<file path="src/rtl/aes_pkg.sv">
// Shared AES definitions for the inverse-round datapath.
// Contents:
//   - the state width (128), the column width (32) and the column count
//   - the control FSM state type
//   - GF(2^8) helpers (polynomial 0x11B): xtime, gf_mul
//   - the InvMixColumns circulant coefficients {0e,0b,0d,09}
package aes_pkg;

  localparam int unsigned STATE_W = 128;
  localparam int unsigned COL_W   = 32;
  localparam int unsigned COLS    = 4;

  typedef enum logic [1:0] {
    IDLE = 2'd0,
    BUSY = 2'd1,
    DONE = 2'd2
  } state_t;

  localparam logic [7:0] INV_MIX_C0 = 8'h0e;
  localparam logic [7:0] INV_MIX_C1 = 8'h0b;
  localparam logic [7:0] INV_MIX_C2 = 8'h0d;
  localparam logic [7:0] INV_MIX_C3 = 8'h09;

  function automatic logic [7:0] xtime(input logic [7:0] b);
    return {b[6:0], 1'b0} ^ (b[7] ? 8'h1b : 8'h00);
  endfunction

  // Shift-and-add multiply; with a constant coefficient this folds to an XOR network.
  function automatic logic [7:0] gf_mul(input logic [7:0] a, input logic [7:0] b);
    logic [7:0] p;
    logic [7:0] t;
    p = '0;
    t = b;
    for (int unsigned i = 0; i < 8; i++) begin
      if (a[i]) p = p ^ t;
      t = xtime(t);
    end
    return p;
  endfunction

endpackage

</file>
<file path="src/rtl/inv_ark_mix_cols_if.sv">
// Handshake bus for inv_ark_mix_cols.
// Input side : in_valid, in_ready, state_in, round_key, skip_mix
// Output side: out_valid, out_ready, state_out
// Modports: slave = the round stage, master = the producer/consumer side.
interface inv_ark_mix_cols_if;
  import aes_pkg::*;

  logic               in_valid;
  logic               in_ready;
  logic [STATE_W-1:0] state_in;
  logic [STATE_W-1:0] round_key;
  logic               skip_mix;
  logic               out_valid;
  logic               out_ready;
  logic [STATE_W-1:0] state_out;

  modport slave (
    input  in_valid, state_in, round_key, skip_mix, out_ready,
    output in_ready, out_valid, state_out
  );

  modport master (
    output in_valid, state_in, round_key, skip_mix, out_ready,
    input  in_ready, out_valid, state_out
  );

endinterface

</file>
<file path="src/rtl/inv_mix_column.sv">
// Combinational InvMixColumn of one 32-bit column (FIPS-197 byte order,
// row 0 in the top byte).
// Ports:
//   col_in  [31:0]  column before the transform
//   col_out [31:0]  column after the transform
module inv_mix_column
  import aes_pkg::*;
(
  input  logic [COL_W-1:0] col_in,
  output logic [COL_W-1:0] col_out
);

  logic [7:0] a0, a1, a2, a3;

  assign a0 = col_in[31:24];
  assign a1 = col_in[23:16];
  assign a2 = col_in[15:8];
  assign a3 = col_in[7:0];

  assign col_out[31:24] = gf_mul(INV_MIX_C0, a0) ^ gf_mul(INV_MIX_C1, a1)
                        ^ gf_mul(INV_MIX_C2, a2) ^ gf_mul(INV_MIX_C3, a3);
  assign col_out[23:16] = gf_mul(INV_MIX_C3, a0) ^ gf_mul(INV_MIX_C0, a1)
                        ^ gf_mul(INV_MIX_C1, a2) ^ gf_mul(INV_MIX_C2, a3);
  assign col_out[15:8]  = gf_mul(INV_MIX_C2, a0) ^ gf_mul(INV_MIX_C3, a1)
                        ^ gf_mul(INV_MIX_C0, a2) ^ gf_mul(INV_MIX_C1, a3);
  assign col_out[7:0]   = gf_mul(INV_MIX_C1, a0) ^ gf_mul(INV_MIX_C2, a1)
                        ^ gf_mul(INV_MIX_C3, a2) ^ gf_mul(INV_MIX_C0, a3);

endmodule

</file>
<file path="src/rtl/inv_ark_mix_cols.sv">
// AES-128 inverse-round stage after InvSubBytes: AddRoundKey followed by
// InvMixColumns (skipped in the final round).
// Default build: one shared inv_mix_column, one column per clock (4-cycle BUSY).
// Macro AES_INV_MIX_PARALLEL_EN: four instances, all columns in one BUSY cycle.
// Ports:
//   clk    rising-edge clock
//   reset  asynchronous active-high reset
//   bus    inv_ark_mix_cols_if.slave (valid/ready in, valid/ready out, 128-bit data)
// Parameter COLS: columns per state, must be 4.
module inv_ark_mix_cols #(
  parameter int unsigned COLS = 4
) (
  input  logic                clk,
  input  logic                reset,
  inv_ark_mix_cols_if.slave   bus
);
  import aes_pkg::*;

  if (COLS != 4) begin : g_cols_check
    $error("inv_ark_mix_cols: COLS must be 4 for AES");
  end

  state_t             state;
  logic [STATE_W-1:0] work;

  always_comb begin
    bus.in_ready  = (state == IDLE);
    bus.out_valid = (state == DONE);
    bus.state_out = (state == DONE) ? work : '0;
  end

`ifdef AES_INV_MIX_PARALLEL_EN
  logic [STATE_W-1:0] mixed;

  for (genvar c = 0; c < 4; c++) begin : g_col
    inv_mix_column u_mix (
      .col_in  (work [STATE_W-1-COL_W*c -: COL_W]),
      .col_out (mixed[STATE_W-1-COL_W*c -: COL_W])
    );
  end
`else
  logic [1:0]       cnt;
  logic [COL_W-1:0] col_sel;
  logic [COL_W-1:0] col_mix;

  always_comb begin
    col_sel = '0;
    case (cnt)
      2'd0: col_sel = work[127:96];
      2'd1: col_sel = work[95:64];
      2'd2: col_sel = work[63:32];
      2'd3: col_sel = work[31:0];
      default: col_sel = '0;
    endcase
  end

  inv_mix_column u_mix (
    .col_in  (col_sel),
    .col_out (col_mix)
  );
`endif

  always_ff @(posedge clk or posedge reset) begin
    if (reset) begin
      state <= IDLE;
      work  <= '0;
`ifndef AES_INV_MIX_PARALLEL_EN
      cnt   <= '0;
`endif
    end else begin
      case (state)
        IDLE: begin
          if (bus.in_valid) begin
            work <= bus.state_in ^ bus.round_key;
            if (bus.skip_mix) begin
              state <= DONE;
            end else begin
              state <= BUSY;
`ifndef AES_INV_MIX_PARALLEL_EN
              cnt   <= '0;
`endif
            end
          end
        end
        BUSY: begin
`ifdef AES_INV_MIX_PARALLEL_EN
          work  <= mixed;
          state <= DONE;
`else
          case (cnt)
            2'd0: work[127:96] <= col_mix;
            2'd1: work[95:64]  <= col_mix;
            2'd2: work[63:32]  <= col_mix;
            default: work[31:0] <= col_mix;
          endcase
          cnt <= cnt + 2'd1;
          if (cnt == 2'd3) state <= DONE;
`endif
        end
        DONE: begin
          if (bus.out_ready) state <= IDLE;
        end
        default: state <= IDLE;
      endcase
    end
  end

endmodule
</file>
<file path="src/flat_wrapper.sv">
// flat-port wrapper written by rule: the top's interface ports become plain ports
module inv_ark_mix_cols_flat import aes_pkg::*;
#(
  parameter int unsigned COLS = 4
)
  (clk, reset, bus_in_valid, bus_state_in, bus_round_key, bus_skip_mix, bus_out_ready, bus_in_ready, bus_out_valid, bus_state_out);
  inv_ark_mix_cols_if bus_i ();
  input  logic clk;
  input  logic reset;
  input wire logic [$bits(bus_i.in_valid)-1:0] bus_in_valid;
  input wire logic [$bits(bus_i.state_in)-1:0] bus_state_in;
  input wire logic [$bits(bus_i.round_key)-1:0] bus_round_key;
  input wire logic [$bits(bus_i.skip_mix)-1:0] bus_skip_mix;
  input wire logic [$bits(bus_i.out_ready)-1:0] bus_out_ready;
  output wire logic [$bits(bus_i.in_ready)-1:0] bus_in_ready;
  output wire logic [$bits(bus_i.out_valid)-1:0] bus_out_valid;
  output wire logic [$bits(bus_i.state_out)-1:0] bus_state_out;
  assign bus_i.in_valid = bus_in_valid;
  assign bus_i.state_in = bus_state_in;
  assign bus_i.round_key = bus_round_key;
  assign bus_i.skip_mix = bus_skip_mix;
  assign bus_i.out_ready = bus_out_ready;
  assign bus_in_ready = bus_i.in_ready;
  assign bus_out_valid = bus_i.out_valid;
  assign bus_state_out = bus_i.state_out;
  inv_ark_mix_cols #(.COLS(COLS)) u_core (.clk(clk), .reset(reset), .bus(bus_i));
endmodule
</file>
<file path="config.mk">
export PLATFORM = sky130hd
export DESIGN_NAME = inv_ark_mix_cols_flat
export DESIGN_NICKNAME = d
export VERILOG_FILES = /design/src/rtl/aes_pkg.sv /design/src/rtl/inv_ark_mix_cols_if.sv /design/src/rtl/inv_mix_column.sv /design/src/rtl/inv_ark_mix_cols.sv /design/src/flat_wrapper.sv
export SDC_FILE = /design/constraint.sdc
export NUM_CORES = 1
export LEC_CHECK = 0
export CORE_MARGIN = 2
export CORE_UTILIZATION = 43
export CTS_CLUSTER_DIAMETER = 200
export DETAILED_ROUTE_END_ITERATION = 8
export PLACE_DENSITY = 0.79
export SKIP_LAST_GASP = 1
export SLEW_MARGIN = 0
export SYNTH_ARGS = -nofsm -noshare
export SYNTH_HDL_FRONTEND = slang
export SYNTH_SLANG_ARGS = --single-unit
</file>
<file path="constraint.sdc">
create_clock -name clk -period 3.55 [get_ports clk]
set_input_delay 0.355 -clock clk [delete_from_list [all_inputs] [get_ports clk]]
set_output_delay 0.355 -clock clk [all_outputs]
set_load 0.005 [all_outputs]
</file>
==> metrics.md, run 1 <==
| Metric | Value |
|---|---|
| Status | `complete, but fails checks` |
| Failing checks | `negative setup slack` |
| Post-synth EDFFs | `0` |
| Yosys reg bits | `132` |
| Synth Flop Type | `dfrtp_1` |
| Post-synth top area cell | `dfrtp_1` |
| R2r endpoint | `u_core.work[11]$_DFFE_PP0P_` |
| Multi-input logic area | `0.00840 sq mm` |
| Setup ws final | `-0.00839 ns` |
| Initial antenna violation count | `3` |
| Nets@finish | `2106` |
| Syn Nets | `1692` |
| Row count | `61` |
| Clock buffer depth | `2` |
| Initial detailed-routing violation count | `1620` |
| Worst-path clk slew | `0.06 ns` |
| Largest net degree at the start of global routing | `133` |
| F_max | `281 MHz` |
| Ys async rst share | `1.00` |
| Final Skew | `0.0165 ns` |
| DR vias | `12600` |
| Die Ht | `171 microns` |
| WS Path Type | `reg2reg` |
| Post-synth cell types | `44` |
| Mapped Area | `0.0120 sq mm` |
| Part of the cycle the worst path needs | `1.00` |
| Root Driver | `clkbuf_16` |
| Worst skew pair latency | `0.43 ns` |
| Multiplexer share of the synthesized area | `0.0164` |
| Unrepaired setup endpoints after global routing | `true` |
| Adder-cell share of the synthesized area | `0.00523` |
| Main combinational cell family by area after synthesis | `XOR/XNOR gates` |
| Crit Path Max Fanout | `13` |
| Setup crit end kind | `flip-flop` |
| # setup viols final | `1` |
| GRT Util Overall | `0.346` |
| HPWL Detailed | `39900 microns` |
| I/O Buffers | `390` |
| Worst slew margin | `0.496` |
| Pre-antenna DRT Iters | `6` |
| Vias/cell | `5.63` |
| CP Launch Type | `flip-flop` |
| Grt ovf | `0` |
| Slew Limit Fails | `0` |
| Core footprint | `0.0276 sq mm` |
| Hold WC Path Type | `in2async` |
| Least-Margin Pin Slew | `0.756 ns` |
| Required time of the critical path | `3.87 ns` |
| First-pass GRT wire length | `74800 microns` |
| Antenna viol nets, final | `0` |
| YS warnings | `0` |
| Die area | `0.0291 sq mm` |
| DRT Wirelength | `50800 microns` |
| # IOs | `391` |
| Layout area overhead | `48.9%` |
| CTS Buf Count | `17` |
| Compound-Gate Fraction of Synth Area | `0.160` |
| GP Congestion | `1.00` |
| Chip Width | `171 microns` |
| Synth Area in XOR/XNOR | `0.328` |
| Ranking of synthesized cells by area | `dfrtp_1 28%, xnor2_1 17%, xor2_1 11%` |
| Number of global-route vias before repair | `12100` |
| R2R Setup Slk | `-0.008 ns` |
| Share of the synthesized area in the top cell type | `0.276` |
| Final hold vios | `0` |
| Reg area | `0.00330 sq mm` |
| Synth Area in Simple Gates | `0.168` |
| # clock sinks | `132` |
| Worst Reg2Reg Path Length in Cells | `13` |
| Instance count of the mapped netlist | `1426` |
| Pre-CTS WS | `-0.340 ns` |
| Fill cell count | `2345` |
| Data arrival time of the critical path | `3.88 ns` |
| CTS tree | `done` |
| Share of cells above drive strength 1 | `0.122` |
| # DRC | `0` |
| Reg2reg start | `u_core.cnt[0]$_DFFE_PP0P_` |
| Syn avg cell area | `8.38 sq um` |
| Htree depth | `4` |
| Initial Utilization | `0.434` |
| Routed wire per std cell | `22.8 microns` |
| Max Cap Violations | `0` |
| Post-synthesis sequential area ratio | `0.276` |
| Final min period | `3.56 ns` |
==> layer usage <==
metal	global-route usage	wire, microns
met3	0.108	5650
met5	0	13
met1	0.458	20100
met4	0.118	1550
met2	0.537	23500
==> stage by stage <==
stage / utilization / std cells / setup TNS, ns / instance area, sq um / hold slack, ns
finish: 0.646 / 2231 / -0.00839 / 17800 / 0.484
global placement: 0.608 / 2178 / -2.62 / 16700 / 0.483
detailed placement: 0.608 / 2178 / -4.77 / 16700 / 0.496
global route: 0.646 / 2231 / -1.02 / 17800 / 0.540
floorplan: - / 1426 / 0 / 12000 / 0.444
CTS: 0.631 / 2212 / -0.0135 / 17400 / 0.509
==> synth_stat cells, drive strengths merged (5+ instances only) <==
master and number:
xnor2 240, xor2 148, dfrtp 132, nor2 121, and2 119, nand2 106, clkbuf 103, o21ai 98
a21oi 81, nor3 57, o31ai 49, a222oi 31, buf 21, xnor3 17, inv 15, mux2i 15
a221o 14, nand3 12, a21o 5, ha 5, o221ai 5, or3 5
==> cell usage in the layout, fill, tap and decap left out, types with 3 or more instances in the layout <==
cell type        synthesis  final
a21o_2                   0      3
a21oi_1                 79     74
a21oi_2                  2      7
a221o_1                 14     14
a222oi_1                31     31
a31oi_1                  4      4
and2_1                 119    119
buf_12                   0      7
buf_4                    0    121
bufinv_16                0      3
clkbuf_16                0     17
clkdlybuf4s50_1          0    390
clkinv_2                 0      5
clkinv_4                 0      3
dfrtp_1                132    131
ha_1                     5      4
inv_1                   14     12
mux2_2                   3      3
mux2i_1                 14     13
nand2_1                106    106
nand2b_1                 3      3
nand3_1                 12     12
nor2_1                 121    114
nor2_2                   0      5
nor3_1                  57     57
o21a_1                   4      4
o21ai_0                 86     82
o21ai_1                 11     13
o21ai_2                  1      3
o221ai_1                 4      3
o31ai_1                 48     48
or3_1                    5      5
xnor2_1                238    217
xnor2_2                  0     19
xnor2_4                  2      4
xnor3_1                 17     14
xnor3_2                  0      3
xor2_1                 148    145
==> timing repair <==
action / CTS / global route
pin swaps: 6 / 14
buffers inserted: 3 / 18
endpoints found under the setup margin: 62 / 104
gates resized for setup: 10 / 46
hold buffers: 0 / 0
endpoints found under the hold margin: 0 / 0
==> how the worst max path moves through the flow <==
stage                                         start                           end  slack [ns]
after detailed placement  u_core.cnt[1]$_DFFE_PP0P_   u_core.work[60]$_DFFE_PP0P_       -0.34
after CTS                 u_core.cnt[1]$_DFFE_PP0P_   u_core.work[44]$_DFFE_PP0P_      -0.008
final                     u_core.cnt[0]$_DFFE_PP0P_   u_core.work[11]$_DFFE_PP0P_      -0.008
after floorplan           u_core.cnt[0]$_DFFE_PP0P_  u_core.work[117]$_DFFE_PP0P_        0.12
after global routing      u_core.cnt[0]$_DFFE_PP0P_   u_core.work[38]$_DFFE_PP0P_       -0.07
after global placement    u_core.cnt[0]$_DFFE_PP0P_   u_core.work[60]$_DFFE_PP0P_       -0.32
==> state kept, by name, summed over array words and instances, names as in the netlist <==
name	flops
u_core.state	2
u_core.cnt	2
u_core.work	128
==> critical path: stages, from the launching register on <==
cell      delay, ns
dfrtp_1        0.41
inv_1          0.09
ha_1           0.25
buf_4          0.21
a222oi_1       0.36
buf_4          0.20
nor3_1         0.04
o31ai_1        0.22
buf_4          0.21
xnor3_1        0.42
xnor3_1        0.35
xor3_1         0.32
nor2_1         0.10
o21ai_0        0.28
==> layout make-up <==
type	instances	area share
Antenna cell	1	0.000141
Clock buffer	18	0.0247
Tap cell	378	0.0266
Sequential cell	132	0.186
Inverter	15	0.00337
Timing Repair Buffer	519	0.279
Clock inverter	13	0.00886
Multi-Input combinational cell	1155	0.472
==> kinds of logic (layout without fill, tap and decap cells) <==
family / Yosys count / after routing
AND/OR/NAND/NOR: 426 / 426
XOR/XNOR: 409 / 409
AO/OA/AOI/OAI: 297 / 297
buffers and inverters: 139 / 565
flip-flops: 132 / 132
multiplexers: 18 / 18
adder cells (fa/ha/maj): 5 / 5
other: 0 / 1
Power of run 1 is left out: the tool's default activity adds up to more than one toggle a clock period on the data nets, which glitch-free logic cannot reach.
==> run 2: changes to the inputs <==
--- a/config.mk
+++ b/config.mk
@@ -11,2 +11,3 @@
 export DETAILED_ROUTE_END_ITERATION = 8
+export MAX_ROUTING_LAYER = met4
 export PLACE_DENSITY = 0.79
==> constraint.sdc (replaced) <==
create_clock -name clk -period 3.55 [get_ports clk]
set_input_delay 0.71 -clock clk [delete_from_list [all_inputs] [get_ports clk]]
set_output_delay 0.71 -clock clk [all_outputs]
set_load 0.005 [all_outputs]
==> run 2 against run 1 <==
The flow now finishes without violations. Routed wire length increased by 0.13%. Fmax increased by 1.4%. Clock skew decreased by 0.0026 ns. Cell count decreased by 0.36%. Largest cell class unchanged.
==> metrics.md, run 2 (synthesized netlist as in run 1, its figures left out) <==
| Metric | Value |
|---|---|
| Status | `finished clean` |
| Worst-path clk slew | `0.06 ns (about the same)` |
| Core footprint | `0.0276 sq mm (unchanged)` |
| Final hold vios | `0 (unchanged)` |
| Root Driver | `clkbuf_16` |
| # IOs | `391 (unchanged)` |
| CTS tree | `done` |
| Final min period | `3.51 ns (-0.0506 ns)` |
| Largest net degree at the start of global routing | `81 (-39%)` |
| Grt ovf | `0 (unchanged)` |
| First-pass GRT wire length | `75100 microns (+0.30%)` |
| Most frequent cells in the layout | `390 x clkdlybuf4s50_1, 224 x xnor2_1, 147 x xor2_1, 132 x dfrtp_1, 119 x and2_1` |
| Worst Reg2Reg Path Length in Cells | `12 (-1)` |
| # clock sinks | `132 (unchanged)` |
| Max FFs per register | `128 (unchanged)` |
| Worst Hold End | `u_core.work[81]$_DFFE_PP0P_` |
| Chip Width | `171 microns (unchanged)` |
| Die area | `0.0291 sq mm (unchanged)` |
| Reg2reg start | `u_core.cnt[0]$_DFFE_PP0P_` |
| Data arrival time of the critical path | `3.81 ns (-0.07 ns)` |
| Hold WC Path Type | `reg2reg` |
| # setup viols final | `0 (-1)` |
| GP Congestion | `1.02 (+2.1%)` |
| CTS Buf Count | `17 (unchanged)` |
| Initial Utilization | `0.434 (unchanged)` |
| Unrepaired setup endpoints after global routing | `true` |
| Fill cell count | `2341 (-0.17%)` |
| F_max | `285 MHz (+1.4%)` |
| Routed wire per std cell | `22.9 microns (+0.49%)` |
| DRT Wirelength | `50900 microns (+0.13%)` |
| Initial antenna violation count | `1 (-2)` |
| Number of global-route vias before repair | `12100 (+0.050%)` |
| Htree depth | `4 (unchanged)` |
| R2r endpoint | `u_core.work[107]$_DFFE_PP0P_` |
| GRT Max-Usage Layer | `met2` |
| Hold_buf cts | `0 (unchanged)` |
| Top flop regs | `u_core.work: 128 flops, u_core.cnt: 2 flops, u_core.state: 2 flops` |
| Hold Path Origin | `u_core.work[81]$_DFFE_PP0P_` |
| Slew Limit Fails | `0 (unchanged)` |
| Part of the cycle the worst path needs | `0.988 (-0.0143)` |
| Grt met2 use | `0.563 (+0.0264)` |
| Least-Margin Pin Slew | `0.970 ns (+0.213 ns)` |
| Row count | `61 (unchanged)` |
| Biggest register | `u_core.work` |
| Placed Area | `0.0168 sq mm (about the same)` |
| Share of cells above drive strength 1 | `0.109 (-0.0130)` |
| Required time of the critical path | `3.85 ns (-0.02 ns)` |
| I/O Buffers | `390 (unchanged)` |
| # DRC | `0 (unchanged)` |
| Grt met3 use | `0.0898 (-0.0183)` |
| Clock buffer depth | `2 (unchanged)` |
| Antenna viol nets, final | `0 (unchanged)` |
| R2R Setup Slk | `0.04 ns (+0.05 ns)` |
| Max Cap Violations | `0 (unchanged)` |
| Die Ht | `171 microns (unchanged)` |
| Final Skew | `0.0138 ns (-0.00265 ns)` |
| Pre-antenna DRT Iters | `9 (+3)` |
| Design Area, Final | `0.0176 sq mm (-0.98%)` |
| Commonest non-fill, non-tap cell in the layout | `clkdlybuf4s50_1` |
| HPWL Detailed | `40300 microns (+0.99%)` |
| Setup crit end kind | `flip-flop` |
| Vias/cell | `5.56 (-1.1%)` |
| Worst skew pair latency | `0.42 ns (about the same)` |
| Initial detailed-routing violation count | `1429 (-12%)` |
| GRT Util Overall | `0.359 (+0.0123)` |
| Layout area overhead | `47.5%` |
| Pre-CTS WS | `-0.215 ns (+0.124 ns)` |
| Crit Path Max Fanout | `12 (-1)` |
| DR vias | `12400 (-1.5%)` |
| CP Launch Type | `flip-flop` |
| Met1 Use GR | `0.460 (+0.00199)` |
| Worst slew margin | `0.354 (-0.142)` |
| WS Path Type | `reg2reg` |
| Hold Path Stages | `2` |
| Nets@finish | `2097 (-0.43%)` |
| Setup ws final | `0.0422 ns (+0.0506 ns)` |
-- run 2: how the worst max path moves through the flow --
stage,from,endpoint,slack (ns),cells after the start
final,u_core.cnt[0]$_DFFE_PP0P_,u_core.work[107]$_DFFE_PP0P_,0.04,12
after global routing,u_core.cnt[0]$_DFFE_PP0P_,u_core.work[53]$_DFFE_PP0P_,-0.04,12
after CTS,u_core.cnt[0]$_DFFE_PP0P_,u_core.work[78]$_DFFE_PP0P_,0.0008,12
after detailed placement,u_core.cnt[0]$_DFFE_PP0P_,u_core.work[78]$_DFFE_PP0P_,-0.22,11
after global placement,u_core.cnt[0]$_DFFE_PP0P_,u_core.work[126]$_DFFE_PP0P_,-0.20,11
after floorplan,u_core.cnt[0]$_DFFE_PP0P_,u_core.work[117]$_DFFE_PP0P_,0.12,10
-- run 2: layout make-up --
type | instances | area (sq um) | area share
multi-input cells | 1155 | 8270 | 0.469
clock inverters | 12 | 178 | 0.0101
flip-flops and latches | 132 | 3300 | 0.187
well taps | 378 | 473 | 0.0268
inverters | 15 | 60.1 | 0.00341
diodes | 1 | 2.50 | 0.000142
clock buffers | 20 | 447 | 0.0253
repair buffers | 510 | 4890 | 0.278
-- run 2: worst max-delay path, stage by stage, from the launching register on --
cell      delay, ns
dfrtp_1        0.41
inv_1          0.10
ha_1           0.26
buf_4          0.21
a222oi_1       0.33
buf_4          0.19
nor3_1         0.05
o31ai_1        0.21
buf_4          0.23
xnor3_1        0.42
xnor3_1        0.36
xor3_1         0.26
a221o_1        0.35
-- run 2: through the flow --
step	hold slack (ns)	util	setup TNS [ns]	instances
finish	0.499	0.640	0	2223
global placement	0.478	0.608	-2.14	2178
CTS	0.500	0.632	0	2213
detailed placement	0.490	0.608	-2.48	2178
global route	0.540	0.640	-0.145	2223
floorplan	0.461	-	0	1426
-- run 2: routing by layer --
layer  share of wire  wire, microns  vias up
met5               0              0        -
met4           0.027           1370        0
met3            0.10           5250       92
met2            0.47          24100      736
met1            0.40          20200     5928
li1                -              -     5606
-- run 2: what timing repair did --
item,in CTS,in global routing
resized for setup,2,35
setup buffers,3,9
setup endpoints to repair,32,106
pin swaps,4,8
Power of run 2 is left out for the same reason.
==> run 3: changes to the inputs <==
CORE_AREA = 2 2 153 155   (was default)
CORE_MARGIN = default   (was 2)
CORE_UTILIZATION = default   (was 43)
DIE_AREA = 0 0 155 157   (was default)
DONT_BUFFER_PORTS = 1   (was default)
PLACE_DENSITY = 0.71   (was 0.79)
==> run 3 against run 2 <==
The flow now finishes with violations (negative setup slack). Clock skew hardly changed. Non-clock buffer count down 358. Die area down 17%. Hold slack worse by 0.23 ns. Global-route usage increased by 2.4 points. Cell count fell by 20%. Critical endpoint is now u_core.work[43]$_DFFE_PP0P_. Sequential cell count stayed put. Critical path type unchanged.
==> metrics.md, run 3 (synthesized netlist as in run 1, its figures left out) <==
| Metric | Value |
|---|---|
| Status | `complete, but fails checks` |
| Failing checks | `negative setup slack` |
| Unrepaired setup endpoints after global routing | `true` |
| Final TNS setup | `-0.130 ns (-0.130 ns)` |
| Required time of the critical path | `3.86 ns (about the same)` |
| Slew Limit Fails | `0 (unchanged)` |
| GP Congestion | `1.09 (+6.3%)` |
| Root Driver | `clkbuf_16` |
| CTS Buf Count | `17 (unchanged)` |
| Initial Utilization | `0.531 (+0.0974)` |
| Data arrival time of the critical path | `3.92 ns (+0.11 ns)` |
| Die Ht | `157 microns (-8.0%)` |
| Fill cell count | `1949 (-17%)` |
| Share of cells above drive strength 1 | `0.172 (+0.0633)` |
| Die area | `0.0243 sq mm (-17%)` |
| First-pass GRT wire length | `67300 microns (-10%)` |
| DRT Wirelength | `46300 microns (-8.9%)` |
| Routed wire per std cell | `26.1 microns (+14%)` |
| DR vias | `11100 (-10%)` |
| Placed Area | `0.0128 sq mm (-24%)` |
| Vias/cell | `6.26 (+13%)` |
| CTS tree | `done` |
| Hold WC Path Type | `in2async` |
| Top flop regs | `u_core.work: 128 flops, u_core.cnt: 2 flops, u_core.state: 2 flops` |
| Final min period | `3.62 ns (+0.109 ns)` |
| Largest net degree at the start of global routing | `75 (-7.4%)` |
| Initial antenna violation count | `1 (unchanged)` |
| # IOs | `391 (unchanged)` |
| Antenna viol nets, final | `0 (unchanged)` |
| Nets@finish | `1739 (-17%)` |
| Setup ws final | `-0.0665 ns (-0.109 ns)` |
| # clock sinks | `132 (unchanged)` |
| Number of global-route vias before repair | `10600 (-13%)` |
| # DRC | `0 (unchanged)` |
| Pre-antenna DRT Iters | `8 (-1)` |
| Worst skew pair latency | `0.43 ns (about the same)` |
| Clock buffer depth | `2 (unchanged)` |
| Setup crit end kind | `flip-flop` |
| Layout area overhead | `16.7%` |
| Worst-path clk slew | `0.07 ns (about the same)` |
| Commonest non-fill, non-tap cell in the layout | `xnor2_1` |
| Least-Margin Pin Slew | `0.782 ns (-0.187 ns)` |
| Hold_buf cts | `0 (unchanged)` |
| Max FFs per register | `128 (unchanged)` |
| Htree depth | `4 (unchanged)` |
| Part of the cycle the worst path needs | `1.02 (+0.0306)` |
| Row count | `55 (-9.8%)` |
| Design Area, Final | `0.0139 sq mm (-21%)` |
| Pre-CTS WS | `-0.604 ns (-0.389 ns)` |
| GRT Util Overall | `0.383 (+0.0244)` |
| Final Skew | `0.0139 ns (+0.0000564 ns)` |
| Biggest register | `u_core.work` |
| # setup viols final | `6 (+6)` |
| Most frequent cells in the layout | `217 x xnor2_1, 143 x xor2_1, 143 x buf_4, 131 x dfrtp_1, 119 x and2_1` |
| Hold WS | `0.273 ns (-0.227 ns)` |
| CP Launch Type | `flip-flop` |
| WS Path Type | `reg2reg` |
| Grt ovf | `0 (unchanged)` |
| HPWL Detailed | `36100 microns (-10%)` |
| F_max | `277 MHz (-3.0%)` |
| Chip Width | `155 microns (-9.2%)` |
| Worst slew margin | `0.477 (+0.124)` |
| Core footprint | `0.0225 sq mm (-18%)` |
| Final hold vios | `0 (unchanged)` |
| Crit Path Max Fanout | `9 (-3)` |
| I/O Buffers | `0 (-100%)` |
| Initial detailed-routing violation count | `1400 (-2.0%)` |
| Worst Reg2Reg Path Length in Cells | `13 (+1)` |
| Max Cap Violations | `0 (unchanged)` |
-- run 3: cell types whose count changed in the layout (fill, tap and decap cells not counted), sizes merged --
cell           delta
clkdlybuf4s50   -390
buf              +31
inv               +6
clkinv            -5
clkinvlp          +5
bufinv            -4
clkbuf            -1
-- run 3: final timing paths --
path / from / endpoint / slack, ns
worst max-delay path: u_core.cnt[0]$_DFFE_PP0P_ / u_core.work[43]$_DFFE_PP0P_ / -0.07
worst min-delay path: reset / u_core.work[27]$_DFFE_PP0P_ / 0.27
worst max register to register: u_core.cnt[0]$_DFFE_PP0P_ / u_core.work[43]$_DFFE_PP0P_ / -0.07
worst min register to register: u_core.work[64]$_DFFE_PP0P_ / u_core.work[64]$_DFFE_PP0P_ / 0.51
max in group asynchronous: reset / u_core.work[109]$_DFFE_PP0P_ / 2.33
min in group clk: bus_out_ready / u_core.state[1]$_DFFE_PP0P_ / 0.38
-- run 3: critical path: stages, from the launching register on --
cell and delay [ns]:
dfrtp_1 0.39, buf_6 0.14, ha_4 0.18, buf_12 0.13, buf_4 0.16, a222oi_1 0.56, buf_4 0.24, xor2_2 0.07
a21oi_2 0.24, buf_6 0.16, xnor3_1 0.21, xnor3_1 0.21, xor3_2 0.46, a221o_1 0.35
-- run 3: per-layer routing --
metal | part of all wire | GRT usage | vias up
met5 | 0 | - | -
met4 | 0.024 | 0.101 | 0
met3 | 0.11 | 0.0944 | 75
met2 | 0.46 | 0.567 | 731
met1 | 0.40 | 0.527 | 5399
li1 | - | - | 4888
-- run 3: through the flow --
step	cells	util
2_1_floorplan	1426	-
3_3_place_gp	1709	0.569
4_1_cts	1756	0.604
5_1_grt	1772	0.620
6_report	1772	0.620
3_5_place_dp	1709	0.569
-- run 3: timing repair --
action	4_1_cts	5_1_grt
pin swaps	16	26
gates cloned	0	1
setup buffers	15	14
resized for setup	26	44
endpoints found under the setup margin	96	119
-- run 3: layout make-up --
cell class | count | area [sq um] | area share
clock buffer | 18 | 429 | 0.0308
antenna | 1 | 2.50 | 0.000179
sequential | 132 | 3300 | 0.237
tap | 285 | 357 | 0.0256
clock inverter | 14 | 120 | 0.00861
multi-input combinational | 1155 | 8440 | 0.605
inverter | 15 | 60.1 | 0.00431
timing repair buffer | 152 | 1230 | 0.0884
Power of run 3 is left out for the same reason.
